<file path="src/rtl/gray_to_binary.sv">
// gray_to_binary
//   Registered Gray-to-binary converter with step checking. Each accepted
//   Gray word is converted to binary one cycle later. It is also compared
//   against the previously accepted word to flag illegal steps (Hamming
//   distance other than one) and to report the count direction (+1 / -1,
//   with modulo wrap-around).

module gray_to_binary #(
    parameter int WIDTH = 4            // code width, legal range 2..32
) (
    input  logic             clk,
    input  logic             rst,      // asynchronous, active-high
    input  logic [WIDTH-1:0] gray,
    input  logic             in_valid,
    output logic [WIDTH-1:0] binary,
    output logic             out_valid,
    output logic             step_err,
    output logic             dir_up,
    output logic             dir_dn
);

    localparam logic [WIDTH-1:0] ONE = {{(WIDTH-1){1'b0}}, 1'b1};

    // ------------------------------------------------------------------
    // State
    // ------------------------------------------------------------------
    logic [WIDTH-1:0] r_binary;
    logic             r_out_valid;
    logic             r_step_err;
    logic             r_dir_up;
    logic             r_dir_dn;
    logic [WIDTH-1:0] r_prev_gray;     // last accepted Gray word
    logic             r_have_prev;     // r_prev_gray / r_binary are meaningful

    // ------------------------------------------------------------------
    // Combinational helpers
    // ------------------------------------------------------------------
    logic [WIDTH-1:0] w_bin;           // binary value of the incoming word
    logic [WIDTH-1:0] w_diff;          // bits that changed since last word
    logic             w_one_bit;       // exactly one bit changed
    logic [WIDTH-1:0] w_bin_inc;       // previous binary + 1 (mod 2^WIDTH)
    logic [WIDTH-1:0] w_bin_dec;       // previous binary - 1 (mod 2^WIDTH)
    logic             w_is_up;
    logic             w_is_dn;

    // Gray-to-binary: each binary bit is the XOR of all Gray bits at or above it.
    // Written as a reduction per bit rather than a chained w_bin[i+1] ^ gray[i]
    // so the combinational block never reads its own output.
    always_comb begin
        // NOTE: every signal assigned in always_comb gets a default first so no
        // path leaves it unassigned, which would otherwise infer a latch.
        w_bin = '0;
        for (int i = 0; i < WIDTH; i++) begin
            w_bin[i] = ^(gray >> i);
        end
    end

    // Step classification: single-bit-change test and direction compare.
    always_comb begin
        w_diff    = gray ^ r_prev_gray;
        // A power of two has a single bit set: x != 0 and x & (x-1) == 0.
        w_one_bit = (w_diff != '0) && ((w_diff & (w_diff - ONE)) == '0);
        w_bin_inc = r_binary + ONE;
        w_bin_dec = r_binary - ONE;
        // For WIDTH >= 2, +1 and -1 differ, so at most one of these is set.
        w_is_up   = w_one_bit && (w_bin == w_bin_inc);
        w_is_dn   = w_one_bit && (w_bin == w_bin_dec);
    end

    // Result and history registers; results update only on accepted inputs.
    always_ff @(posedge clk or posedge rst) begin
        // NOTE: sequential state uses non-blocking (<=) assignments so every
        // register samples pre-edge values, independent of statement order.
        if (rst) begin
            r_binary    <= '0;
            r_out_valid <= 1'b0;
            r_step_err  <= 1'b0;
            r_dir_up    <= 1'b0;
            r_dir_dn    <= 1'b0;
            r_prev_gray <= '0;
            r_have_prev <= 1'b0;
        end else begin
            r_out_valid <= in_valid;
            if (in_valid) begin
                r_binary    <= w_bin;
                r_prev_gray <= gray;
                r_have_prev <= 1'b1;
                // The first word after reset has no predecessor: all flags clear.
                r_step_err  <= r_have_prev && !w_one_bit;
                r_dir_up    <= r_have_prev && w_is_up;
                r_dir_dn    <= r_have_prev && w_is_dn;
            end
        end
    end

    // Outputs come straight from registers: no input-to-output comb path.
    assign binary    = r_binary;
    assign out_valid = r_out_valid;
    assign step_err  = r_step_err;
    assign dir_up    = r_dir_up;
    assign dir_dn    = r_dir_dn;

endmodule

</file>
<file path="config.mk">
export PLATFORM = sky130hd
export DESIGN_NAME = gray_to_binary
export DESIGN_NICKNAME = d
export VERILOG_FILES = /design/src/rtl/gray_to_binary.sv
export SDC_FILE = /design/constraint.sdc
export NUM_CORES = 1
export LEC_CHECK = 0
export ABC_CLOCK_PERIOD_IN_PS = 1700
export CAP_MARGIN = 15
export CORE_MARGIN = 2
export CORE_UTILIZATION = 25
export DETAILED_ROUTE_END_ITERATION = 10
export RECOVER_POWER = 50
export SLEW_MARGIN = 5
export SYNTH_ARGS = -nofsm -noshare
export SYNTH_HDL_FRONTEND = slang
export SYNTH_SLANG_ARGS = --single-unit
export TNS_END_PERCENT = 5
</file>
<file path="constraint.sdc">
create_clock -name clk -period 1.7 [get_ports clk]
set_input_delay 0.17 -clock clk [delete_from_list [all_inputs] [get_ports clk]]
set_output_delay 0.17 -clock clk [all_outputs]
set_load 0.01 [all_outputs]
</file>
==> reports/qor.csv <==
metric;value;unit
startpoint types;primary input;
Total Die Area;3307;µm²
uppermost metal layer occupied by signal nets;met4;
final-layout worst hold slack;0.3371;ns
drt total wl;1312;µm
proportion of netlist area held by the largest area contributor;0.4196;
Worst Reg-to-Reg Cells;5;
most numerous cell in the Yosys netlist;sky130_fd_sc_hd__xnor2_1;
diode count;0;
leakage dissipation;0.3917;nW
run status;finished clean;
leading cell types by total area after synthesis;sky130_fd_sc_hd__dfrtp_1 (42%), sky130_fd_sc_hd__xnor2_1 (16%), sky130_fd_sc_hd__mux2_2 (6.3%);
global placer's final weighted congestion;0.7482;
Post-synth EDFFs;0;
wire per inst;11.12;µm
sequential cell fraction of total power;0.382;
number of levels in the clock H-tree;1;
final hold viol count;0;
type of the worst min-delay path;in -> async;
post-synthesis net count;74;
num rows;19;
sequential-to-total area share from yosys stat;0.4196;
final-report setup violation count;0;
power share of the combinational group;0.365;
initial antenna violation count;0;
Total Nets Final;97;
number of instances in the synthesized netlist;65;
total met3 wirelength after detailed routing;64;µm
Final Slew Violations;0;
hold_buf cts;0;
TritonCTS Buffers;3;
overall via count from detail_route;519;
fraction of power spent switching nets;0.3086;
worst skew pair latency;0.28;ns
Int Pwr;0.6332;mW
Setup CP Type;in -> reg;
RSZ-0062 raised after global routing;false;
Area after DPL;928.4;µm²
I/O Pins;15;
Detailed Routing Iterations Pass 1;4;
die width;57.51;µm
maximum clock rate;638.5;MHz
Total Routing Usage GR;0.08736;
async set-or-reset flop fraction in the synthesized netlist;1.000;
fraction of layout instances using a drive strength above 1;0.2069;
Critical Path RT;1.88;ns
starting DRC count in detailed routing;2;
number of global-route vias before repair;513;
cell types with the highest counts after synthesis;sky130_fd_sc_hd__xnor2_1 (13), sky130_fd_sc_hd__dfrtp_1 (12), sky130_fd_sc_hd__nand2_1 (6);
dominant cell type by area after synthesis;sky130_fd_sc_hd__dfrtp_1;
count of filler cells inserted in the layout;273;
area delta synth->final;34.27;%
number of nets still failing antenna checks after routing;0;
clock-pin transition on the worst setup and hold timing paths;0.08;ns
clock sink count;12;
clock network fraction of total power;0.253;
area of all placed cells without fillers;960.9;µm²
number of buffers inserted by post-CTS setup repair;0;
GRT overflow;0;
worst-case clock buffer depth;2;
maxcap violations;0;
destination of the worst register-to-register timing path;dir_up;
synthesis-stage register bit count;12;
initial standard-cell utilization of the core;0.2618;
wire length the detailed router placed on met1;560;µm
total of buffers placed on input and output ports;14;
Via-to-Cell Ratio;4.398;
TritonCTS clock tree;yes;
distinct cell type count after synthesis;25;
type of element capturing the critical path;flop;
flip-flop cell with the highest count after synthesis;sky130_fd_sc_hd__dfrtp_1;
wire length of the first global-routing pass;2187;µm
worst IR drop on VDD;0.5469;mV
die height;57.51;µm
arrival time of the worst setup path;1.75;ns
mean cell area of the mapped netlist;11.01;µm²
power per cell area;953.1;nW/µm²
DRC;0;
slew of the pin with the lowest slew margin;0.4748;ns
largest fanout on the critical path;4;
routed length on met2;654;µm
Reg-to-Reg Start;binary[0];
clock root buffer;sky130_fd_sc_hd__clkbuf_4;
shortest period the worst path allows;1.566;ns
largest net degree at the start of global routing;13;
HPWL reported at the end of detailed placement;1017;µm
R2R Setup Slk;0.18;ns
Tcrit/Tclk final;0.9213;
core area;2734;µm²
Post-Synthesis Cell Area;715.7;µm²
max-slew headroom at the worst pin;0.6831;
Resized Gates After CTS;0;
setup clock skew after layout;0.001868;ns
NetSw;0.2827;mW
Ys Warns;0;
sequential cells by signal, summed over array words and instances, names as in the netlist:
| signal | flops |
|---|---|
| binary | 4 |
| r_prev_gray | 3 |
| dir_dn | 1 |
| dir_up | 1 |
| out_valid | 1 |
| r_have_prev | 1 |
| step_err | 1 |
cells in the final DEF (no fill, tap or decap), types with 2 or more instances in the layout:
cell	instances
sky130_fd_sc_hd__buf_4	5
sky130_fd_sc_hd__nand2_1	6
sky130_fd_sc_hd__inv_1	5
sky130_fd_sc_hd__mux2_2	4
sky130_fd_sc_hd__nor2_1	3
sky130_fd_sc_hd__clkbuf_4	3
sky130_fd_sc_hd__xnor2_1	13
sky130_fd_sc_hd__ha_1	2
sky130_fd_sc_hd__dfrtp_1	12
sky130_fd_sc_hd__clkdlybuf4s50_1	12
sky130_fd_sc_hd__a31oi_1	2
sky130_fd_sc_hd__dlygate4sd3_1	2
sky130_fd_sc_hd__a21oi_1	2
power groups by stage:
stage	registers (mW)	clock network, mW	logic (mW)
2_1_floorplan	0.359	0	0.208
3_3_place_gp	0.353	0	0.335
3_5_place_dp	0.355	0	0.341
4_1_cts	0.350	0.239	0.343
5_1_grt	0.355	0.255	0.368
6_report	0.349	0.232	0.335
how the worst max path moves through the flow:
| stage | endpoint | from | depth (start not counted) |
|---|---|---|---|
| 2_1_floorplan | dir_up | binary[0] | 5 |
| 3_3_place_gp | dir_up | gray[3] | 6 |
| 3_5_place_dp | dir_dn | gray[3] | 7 |
| 4_1_cts | dir_dn | gray[3] | 7 |
| 5_1_grt | dir_up | binary[0] | 5 |
| 6_report | dir_dn | gray[3] | 7 |
layer usage:
| layer | GRT usage | vias up |
|---|---|---|
| met4 | 0.04983 | 0 |
| li1 | - | 256 |
| met1 | 0.1059 | 242 |
| met3 | 0.01587 | 5 |
| met5 | 0 | - |
| met2 | 0.1445 | 16 |
cell type report:
class                   count  area [µm²]  area share
multi-input cells          46       385.4      0.4010
flip-flops and latches     12       300.3      0.3125
repair buffers             20       181.4      0.1888
well taps                  31       38.79     0.04036
clock buffers               4       36.28     0.03776
inverters                   5       18.77     0.01953
cell families after synthesis:
kind of cell | share of synthesized area
xor gates and xnor gates | 0.2553
and+or+nand+nor | 0.08916
muxes | 0.07692
DFF | 0.4196
adders and majority gates | 0.03496
buffers and inverters | 0.04196
AOI/OAI and AO/OA | 0.08217
stage by stage:
step           power (mW)  utilization  std cells  TNS (ns)  setup WS, ns
2_1_floorplan      0.5669            -         65         0        0.2509
3_3_place_gp       0.6879       0.3396        114   -0.1997       -0.1066
3_5_place_dp       0.6964       0.3396        114   -0.2705       -0.1397
4_1_cts            0.9320       0.3529        118         0        0.1350
5_1_grt            0.9773       0.3515        118         0       0.04110
6_report           0.9159       0.3515        118         0        0.1338
worst max-delay path, stage by stage:
cell and delay [ns]:
sky130_fd_sc_hd__clkdlybuf4s50_1 0.64, sky130_fd_sc_hd__xnor2_2 0.18, sky130_fd_sc_hd__buf_4 0.17, sky130_fd_sc_hd__xnor2_1 0.07, sky130_fd_sc_hd__nor3_1 0.21, sky130_fd_sc_hd__a31oi_1 0.07, sky130_fd_sc_hd__o32ai_1 0.23
Note: power is estimated with default switching activity, not from simulation.
